$ cat config.mk
export PLATFORM = sky130hd
export DESIGN_NAME = sd_slot_arbiter_flat
export DESIGN_NICKNAME = d
export VERILOG_FILES = /design/src/rtl/sd_slot_arbiter_if.sv /design/src/rtl/sd_slot_arbiter.sv /design/src/flat_wrapper.sv
export SDC_FILE = /design/constraint.sdc
export NUM_CORES = 1
export LEC_CHECK = 0
export CAP_MARGIN = 20
export CORE_ASPECT_RATIO = 0.6
export CORE_MARGIN = 5
export CORE_UTILIZATION = 45
export CTS_BUF_LIST = sky130_fd_sc_hd__clkbuf_8
export DETAILED_ROUTE_END_ITERATION = 6
export PLACE_DENSITY_LB_ADDON = 0.3
export SLEW_MARGIN = 20
export SYNTH_ARGS = -nofsm -noshare
export SYNTH_HDL_FRONTEND = slang
export SYNTH_SLANG_ARGS = --single-unit
$ cat constraint.sdc
create_clock -name clk_sys -period 3.29 [get_ports clk_sys]
set_input_delay 0.987 -clock clk_sys [delete_from_list [all_inputs] [get_ports clk_sys]]
set_output_delay 0.987 -clock clk_sys [all_outputs]
set_load 0.05 [all_outputs]
$ cat src/rtl/sd_slot_arbiter_if.sv
// Bundle of client-side request signals and the user_io SD block channel
// handled by sd_slot_arbiter; master is the arbiter, slave is its environment.
interface sd_slot_arbiter_if;
  logic [1:0]  req_rd;
  logic [1:0]  req_wr;
  logic [31:0] req_lba0;
  logic [31:0] req_lba1;
  logic [7:0]  buf_din0;
  logic [7:0]  buf_din1;
  logic [1:0]  busy;
  logic [1:0]  done;
  logic [1:0]  err;
  logic [1:0]  buf_wr;
  logic [31:0] sd_lba;
  logic [1:0]  sd_rd;
  logic [1:0]  sd_wr;
  logic        sd_ack;
  logic        sd_buff_wr;
  logic [7:0]  sd_buff_din;

  modport master (
    input  req_rd, req_wr, req_lba0, req_lba1, buf_din0, buf_din1,
    input  sd_ack, sd_buff_wr,
    output busy, done, err, buf_wr, sd_lba, sd_rd, sd_wr, sd_buff_din
  );

  modport slave (
    output req_rd, req_wr, req_lba0, req_lba1, buf_din0, buf_din1,
    output sd_ack, sd_buff_wr,
    input  busy, done, err, buf_wr, sd_lba, sd_rd, sd_wr, sd_buff_din
  );
endinterface

$ cat src/rtl/sd_slot_arbiter.sv
// Round-robin arbiter sharing the user_io SD sector channel between two image
// slots: one whole-sector transaction at a time, with optional ack timeout.
module sd_slot_arbiter #(
  parameter int TIMEOUT = 28000000,
  parameter int TW      = 25
) (
  input logic                clk_sys,
  input logic                reset,
  sd_slot_arbiter_if.master  bus
);

  localparam logic [1:0] S_IDLE  = 2'd0;
  localparam logic [1:0] S_ISSUE = 2'd1;
  localparam logic [1:0] S_XFER  = 2'd2;
  localparam logic [1:0] S_DONE  = 2'd3;

  localparam bit            TO_EN   = (TIMEOUT != 0);
  localparam logic [TW-1:0] TO_LAST = (TIMEOUT > 0) ? TW'(TIMEOUT - 1) : '0;

  logic [1:0]    state;
  logic          grant;
  logic          last;
  logic          op_rd;
  logic [TW-1:0] cnt;
  logic [31:0]   lba_q;
  logic [1:0]    busy_q;
  logic [1:0]    done_q;
  logic [1:0]    err_q;

  logic [1:0]    cand;
  logic          pick;
  logic          timeout_hit;
  logic [1:0]    grant_vec;

  // On a tie the client that was not served last wins.
  always_comb begin
    cand        = bus.req_rd | bus.req_wr;
    pick        = (cand == 2'b11) ? ~last : cand[1];
    timeout_hit = TO_EN && (cnt == TO_LAST);
    grant_vec   = {grant, ~grant};
  end

  always_ff @(posedge clk_sys or posedge reset) begin
    if (reset) begin
      state  <= S_IDLE;
      grant  <= 1'b0;
      last   <= 1'b1;
      op_rd  <= 1'b0;
      cnt    <= '0;
      lba_q  <= '0;
      busy_q <= '0;
      done_q <= '0;
      err_q  <= '0;
    end else begin
      done_q <= '0;
      err_q  <= '0;
      case (state)
        S_IDLE: begin
          if (|cand) begin
            grant        <= pick;
            lba_q        <= pick ? bus.req_lba1 : bus.req_lba0;
            op_rd        <= bus.req_rd[pick];
            busy_q[pick] <= 1'b1;
            cnt          <= '0;
            state        <= S_ISSUE;
          end
        end
        S_ISSUE: begin
          cnt <= cnt + 1'b1;
          if (bus.sd_ack) begin
            state <= S_XFER;
          end else if (timeout_hit) begin
            // Abort: the completion pulse is issued here, so DONE stays quiet.
            done_q[grant] <= 1'b1;
            err_q[grant]  <= 1'b1;
            state         <= S_DONE;
          end
        end
        S_XFER: begin
          if (!bus.sd_ack) begin
            done_q[grant] <= 1'b1;
            state         <= S_DONE;
          end
        end
        S_DONE: begin
          busy_q[grant] <= 1'b0;
          last          <= grant;
          cnt           <= '0;
          state         <= S_IDLE;
        end
        default: state <= S_IDLE;
      endcase
    end
  end

  assign bus.busy        = busy_q;
  assign bus.done        = done_q;
  assign bus.err         = err_q;
  assign bus.sd_lba      = lba_q;
  assign bus.sd_rd       = (state == S_ISSUE &&  op_rd) ? grant_vec : 2'b00;
  assign bus.sd_wr       = (state == S_ISSUE && !op_rd) ? grant_vec : 2'b00;
  assign bus.buf_wr      = (state == S_XFER && bus.sd_buff_wr) ? grant_vec : 2'b00;
  assign bus.sd_buff_din = (state == S_IDLE) ? 8'h00 : (grant ? bus.buf_din1 : bus.buf_din0);

endmodule

$ cat src/flat_wrapper.sv
// flat-port wrapper written by rule: the top's interface ports become plain ports
module sd_slot_arbiter_flat 
#(
  parameter int TIMEOUT = 28000000,
  parameter int TW      = 25
)
  (clk_sys, reset, bus_req_rd, bus_req_wr, bus_req_lba0, bus_req_lba1, bus_buf_din0, bus_buf_din1, bus_sd_ack, bus_sd_buff_wr, bus_busy, bus_done, bus_err, bus_buf_wr, bus_sd_lba, bus_sd_rd, bus_sd_wr, bus_sd_buff_din);
  sd_slot_arbiter_if bus_i ();
  input logic clk_sys;
  input logic reset;
  input wire logic [$bits(bus_i.req_rd)-1:0] bus_req_rd;
  input wire logic [$bits(bus_i.req_wr)-1:0] bus_req_wr;
  input wire logic [$bits(bus_i.req_lba0)-1:0] bus_req_lba0;
  input wire logic [$bits(bus_i.req_lba1)-1:0] bus_req_lba1;
  input wire logic [$bits(bus_i.buf_din0)-1:0] bus_buf_din0;
  input wire logic [$bits(bus_i.buf_din1)-1:0] bus_buf_din1;
  input wire logic [$bits(bus_i.sd_ack)-1:0] bus_sd_ack;
  input wire logic [$bits(bus_i.sd_buff_wr)-1:0] bus_sd_buff_wr;
  output wire logic [$bits(bus_i.busy)-1:0] bus_busy;
  output wire logic [$bits(bus_i.done)-1:0] bus_done;
  output wire logic [$bits(bus_i.err)-1:0] bus_err;
  output wire logic [$bits(bus_i.buf_wr)-1:0] bus_buf_wr;
  output wire logic [$bits(bus_i.sd_lba)-1:0] bus_sd_lba;
  output wire logic [$bits(bus_i.sd_rd)-1:0] bus_sd_rd;
  output wire logic [$bits(bus_i.sd_wr)-1:0] bus_sd_wr;
  output wire logic [$bits(bus_i.sd_buff_din)-1:0] bus_sd_buff_din;
  assign bus_i.req_rd = bus_req_rd;
  assign bus_i.req_wr = bus_req_wr;
  assign bus_i.req_lba0 = bus_req_lba0;
  assign bus_i.req_lba1 = bus_req_lba1;
  assign bus_i.buf_din0 = bus_buf_din0;
  assign bus_i.buf_din1 = bus_buf_din1;
  assign bus_i.sd_ack = bus_sd_ack;
  assign bus_i.sd_buff_wr = bus_sd_buff_wr;
  assign bus_busy = bus_i.busy;
  assign bus_done = bus_i.done;
  assign bus_err = bus_i.err;
  assign bus_buf_wr = bus_i.buf_wr;
  assign bus_sd_lba = bus_i.sd_lba;
  assign bus_sd_rd = bus_i.sd_rd;
  assign bus_sd_wr = bus_i.sd_wr;
  assign bus_sd_buff_din = bus_i.sd_buff_din;
  sd_slot_arbiter #(.TIMEOUT(TIMEOUT), .TW(TW)) u_core (.clk_sys(clk_sys), .reset(reset), .bus(bus_i));
endmodule
Word level (Yosys, flattened, before mapping):

Cells that the tools add are included.

* input bits: 88
* output and inout port bits: 52
* register bits after elaboration: 68
* logic and storage cells: 69

* eq/ne operators: 8
* muxes and demuxes: 27
* $lt $le $gt $ge: 4
* bitwise logic cells: 6
* $add $sub $neg: 1
* reduce and logical (&&, ||, !) cells: 14

Operators with widths (count)
* 25-bit one-hot mux with 3 select lines: 1
* 32-bit two-way mux: 1
* 25-bit by 1-bit adder with 25-bit output, second input constant: 1
* 25-bit equality test, second input constant: 1
* 25-bit two-way mux: 1
* 2-bit two-way mux: 12
* 8-bit two-way mux: 2
* 2-bit one-hot mux with 2 select lines: 2
* 2-bit one-hot mux with 4 select lines: 1
* 2-bit equality test, second input constant: 3
* 2-bit AND reduction: 3
* 1-bit logical AND: 5
* 1-bit two-way mux: 5
* 1-bit by 2-bit < comparator with 1-bit output, second input constant: 2
* 2-bit bitwise OR: 2
* 3-bit by 2-bit inequality test with 1-bit output, second input constant: 1
* 3-bit AND reduction: 1
* 3-bit nonzero test: 1
* 2-bit AND: 1
* 1-bit demux with 1-bit select: 2
* 2-bit by 1-bit equality test with 1-bit output, second input constant: 1
* 1-bit greater-or-equal comparator, second input constant: 2
* 2-bit logical NOT: 1
* 2-bit by 1-bit inequality test with 1-bit output, second input constant: 1
* other kinds (6): 7

Longest topological paths before layout:

Gate-level depths: netlist (run 1).

* word-level depth: 10
* gate-level depth with buffers: 8
* depth with buffers taken out: 7

Worst setup path before layout (run 1):

Ideal clock, no wire load.

* path kind: register to output
* start point: register u_core.grant
* end point: output bus_sd_wr[0]
* setup slack: 388 ps
* required time: 2303 ps
* path buffers: 2
* data arrival time: 1915 ps
* stages on the path, launching flop included: 4
* path through: dfrtp_1 -> clkbuf_1 -> clkbuf_1 -> nor3_1

* longest elaborated chain between the ends: 2

Ends and longest elaborated chain
* start, declared: RTL line sd_slot_arbiter.sv:21 `logic grant;`
* start signal, assigned: RTL line sd_slot_arbiter.sv:60 `grant <= pick;`
* 1-bit inverter: RTL line sd_slot_arbiter.sv:40 `grant_vec = {grant, ~grant};`
* 2-bit two-way mux: RTL line sd_slot_arbiter.sv:101 `assign bus.sd_wr = (state == S_ISSUE && !op_rd) ? grant_vec : 2'b00;`
* end, declared: RTL line flat_wrapper.sv:25 `output wire logic [$bits(bus_i.sd_wr)-1:0] bus_sd_wr;`

No other way between the ends.

Worst setup path after layout (run 1):

* start point: register u_core.state[1]
* end point: output bus_sd_rd[0]

* longest elaborated chain between the ends: 3

Ends and longest elaborated chain
* start, declared: RTL line sd_slot_arbiter.sv:20 `logic [1:0] state;`
* start signal, assigned: RTL line sd_slot_arbiter.sv:45 `state <= S_IDLE;`
* start signal, assigned: RTL line sd_slot_arbiter.sv:65 `state <= S_ISSUE;`
* start signal, assigned: RTL line sd_slot_arbiter.sv:71 `state <= S_XFER;`
* 2-bit by 1-bit equality test with 1-bit output: RTL line sd_slot_arbiter.sv:100 `assign bus.sd_rd = (state == S_ISSUE && op_rd) ? grant_vec : 2'b00;`
* 1-bit logical AND: RTL line sd_slot_arbiter.sv:100
* 2-bit two-way mux: RTL line sd_slot_arbiter.sv:100
* end, declared: RTL line flat_wrapper.sv:24 `output wire logic [$bits(bus_i.sd_rd)-1:0] bus_sd_rd;`

No other way between the ends.

==> flow_summary.ini, run 1 <==
[run_status]
status = completed

[pwr]
vdd.ir_drop.worst_uv = 561.7
cellPowerDensity_mw_per_mm2 = 896.1
power.static_leakage_uw = 0.002330

[floorplanning]
core_mm2 = 0.007726
start_util = 0.4549
chipHeight_um = 78.46
die_w_um = 124.1
num_rows = 25
dieArea_mm2 = 0.009735
pin_count = 140

[clock_tree]
clkTransAtPathRegs_ns = 0.08
cts_root_buf = clkbuf_8
post_cts_buffers = 0
cts_resized = 0
numCtsBuffers = 9
cts_hold_buffers = 0
cts_num_sinks = 68
cts_max_path_buffers = 2
cts_tree = done
htreeDepth = 3
clk_latency_ns = 0.35

[timing]
worstMarginPinSlew_ns = 0.7735
report.final.setup_viol = 0
rsz0062_at_grt = false
slew_headroom = 0.4710
slew_violations = 0
fin_setup_tns_ns = 0
fin_crit_sh = 0.9284
min_period_ns = 3.054
finalHoldViolCount = 0
fin_skew_ns = 0.01044
final.setup.worst_slack_ns = 0.2356
timing.fmax_mhz = 327.4

[detailed_routing]
viasPerCell = 5.167
vias = 3188
drt_wl_total_mm = 9.872
drt_iter0_drc = 103
firstDrtPassIters = 4
drtAntennaViolNets = 0
wl_per_cell_um = 16.00
drc = 0

[yosys]
ys.flop_type = dfrtp_1
syn-num-nets = 457
ys_seq_area_frac = 0.4845
syn_area_mm2 = 0.003515
ys_top_cells_by_area = dfrtp_1, mux2i_1, o21ai_0
netlist.area_leader.share = 0.4770
yosysUniqueCellTypes = 45
postSynth.asyncResetShare = 1.000
ys_seq_elements = 68
netlist_instances = 363
syn-mean-instance-area_um2 = 9.682
synth_edf_count = 0
yosys_warnings = 0
yosysTopAreaCell = dfrtp_1

[finish]
multi_input_area_mm2 = 0.001718
fillCellCount = 598
antennaDiodeCount = 0
post-route-util = 0.6980
final_cells = 617
stdcell_area_mm2 = 0.005393
syn2layout_area_growth_pct = 53.44
final_cell_mix = clkdlybuf4s50_1, dfrtp_1, nand2_1
drive_gt1_frac = 0.1022
nets = 598
seq_area_mm2 = 0.001703
mostFrequentLayoutCell = clkdlybuf4s50_1

[worst_setup_path]
critPathArrivalTime_ns = 2.07
reg2regPathDepth = 6
cp_max_fo = 6
startpoint_type = register
worstReg2RegEnd = u_core.cnt[9]
end_kind = output port
rr_startpoint = u_core.state[0]
critPathRequiredTime_ns = 2.30
crit_type = register to output port
r2r_setup_slack_ns = 0.95

[placement]
placed_cell_area_mm2 = 0.005181
io_buffer_count = 139
dp.cells = 601
hpwl_mm = 7.657
post-place-ws_ns = 0.1771
gp_congestion = 0.8430

[global_route]
grt_pass1_wl_mm = 16.07
grt-ovfl-total = 0
antenna_found_initial = 0
first_global_vias = 3283
grt_max_degree = 69
grt_usage = 0.2117

[worst_hold_path]
hold_path_class = register to register
hold_depth = 2
hold_end = u_core.bus.sd_lba[20]
min-delay-start = u_core.bus.sd_lba[20]

[flow_run]
drv_cap = 0
[worst max path at each step]
| stage | from | to | depth (start not counted) |
|---|---|---|---|
| after floorplan | u_core.grant | bus_sd_wr[0] | 3 |
| after global placement | bus_req_wr[1] | u_core.cnt[9] | 7 |
| after detailed placement | bus_req_wr[1] | u_core.cnt[9] | 7 |
| after CTS | u_core.state[1] | bus_sd_rd[0] | 4 |
| after global routing | u_core.state[1] | bus_sd_rd[1] | 4 |
| final | u_core.state[1] | bus_sd_rd[0] | 4 |
[layer usage]
layer	global-route usage	up-vias	part of all wire
li1	-	1557	-
met1	0.2542	1506	0.41
met2	0.3497	107	0.48
met3	0.07847	18	0.093
met4	0.07322	0	0.020
met5	0	-	0
[registers in the layout, indices dropped and copies added, names as in the netlist]
register           cells
u_core.bus.done        2
u_core.bus.busy        2
u_core.op_rd           1
u_core.state           2
u_core.bus.err         2
u_core.bus.sd_lba     32
u_core.grant           1
u_core.cnt            25
u_core.last            1
[layout make-up]
cell class | count | share of cell area
repair buffers | 148 | 0.2951
well taps | 108 | 0.02506
inverters | 9 | 0.006265
flip-flops and latches | 68 | 0.3158
multi-input cells | 268 | 0.3186
clock buffers | 11 | 0.02807
clock inverters | 5 | 0.01114
[critical path, cell delays in order, from the launching register on]
cell	delay, ns
dfrtp_1	0.44
inv_1	0.11
ha_1	0.20
and3_1	0.16
clkdlybuf4s50_1	0.81
[where the power goes]
part	leakage, uW	internal, uW	switching, uW
clock network	0.0000938	391	329
logic	0.00135	1040	1810
registers	0.000884	1090	166
total	0.00233	2530	2310
[Yosys cell counts (all sizes together), types with 6 or more instances]
master and n:
clkbuf 10, xor2 13, nor2 38, nor3 8
dfrtp 67, mux2i 40, nand3 13, inv 9
o21ai 42, buf 8, nand4 9, nand2 52
ha 6, a21oi 6
[through the flow]
| stage | hold slack, ns | total power [uW] |
|---|---|---|
| final | 0.4808 | 4832 |
| after global routing | 0.5050 | 5098 |
| after CTS | 0.4857 | 4872 |
| after detailed placement | 0.4694 | 4138 |
| after global placement | 0.4604 | 4069 |
| after floorplan | 0.4883 | 3030 |
[cells by family (layout without fill, tap and decap cells)]
| family | count (synthesis) | in the layout | synth area share |
|---|---|---|---|
| compound gates | 62 | 62 | 0.1036 |
| xor+xnor | 18 | 18 | 0.04486 |
| fa+ha+maj | 6 | 6 | 0.02136 |
| buf+inv | 27 | 173 | 0.03061 |
| flops | 68 | 68 | 0.4845 |
| mux | 42 | 42 | 0.1203 |
| simple gates | 140 | 140 | 0.1947 |
Note: power is estimated with default switching activity, not from simulation.
==> run 2, diff against run 1 <==
- CAP_MARGIN: 20 -> unset
- GPL_TIMING_DRIVEN: unset -> 0
==> run 2 against run 1 <==
Combinational power fell by 6%. Total power fell by 5.5%. Cell area fell by 2.8%. Maximum frequency fell by 3.5%. Clock power fell by 11%. Cell count rose by 1.5%. Critical path depth rose by 1. First-iteration DRC count rose by 75%. Non-clock buffer count rose by 9. Hold slack got worse by 0.0014 ns. Critical endpoint is now bus_sd_buff_din[3].
==> flow_summary.ini, run 2 (synthesized netlist as in run 1, its figures left out) <==
[run_status]
status = completed

[placement]
dp.cells = 611
post-place-ws_ns = -0.1907
gp_congestion = 0.8318
io_buffer_count = 139
hpwl_mm = 8.182

[detailed_routing]
firstDrtPassIters = 4
drt_iter0_drc = 180
vias = 3280
wl_per_cell_um = 16.61
drt_wl_total_mm = 10.40
drtAntennaViolNets = 0
drc = 0
viasPerCell = 5.240

[finish]
mostFrequentLayoutCell = clkdlybuf4s50_1
antennaDiodeCount = 0
fillCellCount = 637
final_cell_mix = clkdlybuf4s50_1, dfrtp_1, nand2_1
final_cells = 626
largest_reg_flops = 32
syn2layout_area_growth_pct = 49.20
post-route-util = 0.6787
nets = 607
drive_gt1_frac = 0.06564

[clock_tree]
clkTransAtPathRegs_ns = 0.07
cts_max_path_buffers = 2
cts_tree = done
numCtsBuffers = 9
htreeDepth = 3
cts_root_buf = clkbuf_8
cts_num_sinks = 68
cts_hold_buffers = 0
clk_latency_ns = 0.36

[timing]
fin_crit_sh = 0.9620
report.final.setup_viol = 0
min_period_ns = 3.165
timing.fmax_mhz = 316.0
worstMarginPinSlew_ns = 0.7808
slew_violations = 0
final.setup.worst_slack_ns = 0.1251
fin_skew_ns = 0.009360
rsz0062_at_grt = false
finalHoldViolCount = 0
timing.hold.ws_ns = 0.4794
slew_headroom = 0.4785

[pwr]
vdd.ir_drop.worst_uv = 596.3
p_sw_uw = 2273
swShare = 0.4979
p_int_uw = 2292
seqPwrFrac = 0.273
power_uw = 4564
p_comb_frac = 0.587
cellPowerDensity_mw_per_mm2 = 870.4
power.static_leakage_uw = 0.002319
p_clk_frac = 0.140

[global_route]
first_global_vias = 3344
antenna_found_initial = 0
grt_max_degree = 46
grt-ovfl-total = 0
grt_usage = 0.2216
grt_pass1_wl_mm = 16.59

[floorplanning]
num_rows = 25
pin_count = 140
core_mm2 = 0.007726
chipHeight_um = 78.46
start_util = 0.4549
die_w_um = 124.1
dieArea_mm2 = 0.009735

[worst_setup_path]
startpoint_type = register
cp_max_fo = 10
critPathArrivalTime_ns = 2.18
crit_type = register to output port
end_kind = output port
critPathRequiredTime_ns = 2.30

[flow_run]
drv_cap = 0

[worst_hold_path]
hold_path_class = register to register
run 2: changes by cell type in the layout (fill, tap and decap cells not counted), sizes merged:
cell           change
bufinv             -1
clkinvlp           -4
dlygate4sd2       +13
clkdlybuf4s50      -2
clkdlybuf4s15      +1
clkbuf            +10
inv                +3
buf               -12
clkinv             +1
run 2: routing by layer:
layer	GRT usage	part of all wire
met4	0.06776	0.019
met2	0.3615	0.47
met5	0	0
met3	0.07775	0.089
met1	0.2765	0.42
run 2: worst max-delay path, stage by stage, from the launching register on:
cell	delay, ns
dfrtp_1	0.44
inv_1	0.11
ha_1	0.34
buf_2	0.25
nor2_1	0.13
dlygate4sd2_1	0.54
run 2: worst paths after layout:
| path | depth (start not counted) | from | end | slack [ns] |
|---|---|---|---|---|
| max | 5 | u_core.state[0] | bus_sd_buff_din[3] | 0.13 |
| min | 2 | u_core.bus.sd_lba[14] | u_core.bus.sd_lba[14] | 0.48 |
| max reg2reg | 7 | u_core.state[0] | u_core.cnt[22] | 0.81 |
| min reg2reg | 2 | u_core.bus.sd_lba[14] | u_core.bus.sd_lba[14] | 0.48 |
| max in group asynchronous | 3 | reset | u_core.last | 1.75 |
| min in group asynchronous | 2 | reset | u_core.bus.sd_lba[20] | 0.95 |
run 2: repair_timing:
action	in CTS	in global routing
gates resized for setup	16	2
setup buffers	0	0
endpoints found under the hold margin	0	0
pin swaps	0	0
setup endpoints to repair	14	14
run 2: power groups by stage:
| stage | registers, uW | logic, uW | clock network, uW |
|---|---|---|---|
| floorplan | 1950 | 1080 | 0 |
| global placement | 1240 | 2680 | 0 |
| detailed placement | 1260 | 2730 | 0 |
| CTS | 1250 | 2700 | 646 |
| global route | 1280 | 2860 | 685 |
| finish | 1250 | 2680 | 638 |
run 2: layout make-up:
type                       instances  area (um2)  share of cell area
inverter                           9       36.28            0.006920
buffer                            17       72.57             0.01384
tap                              108       135.1             0.02577
clock buffer                      12       165.2             0.03150
multi-input combinational        268        1713              0.3267
timing repair buffer             140        1403              0.2675
clock inverter                     4       16.27            0.003102
sequential                        68        1703              0.3247
run 2: stage by stage:
stage / instance area (um2) / TNS, ns
floorplan: 3515 / 0
global placement: 5041 / -42.24
detailed placement: 5071 / -3.990
CTS: 5238 / -0.0006157
global route: 5244 / 0
finish: 5244 / 0
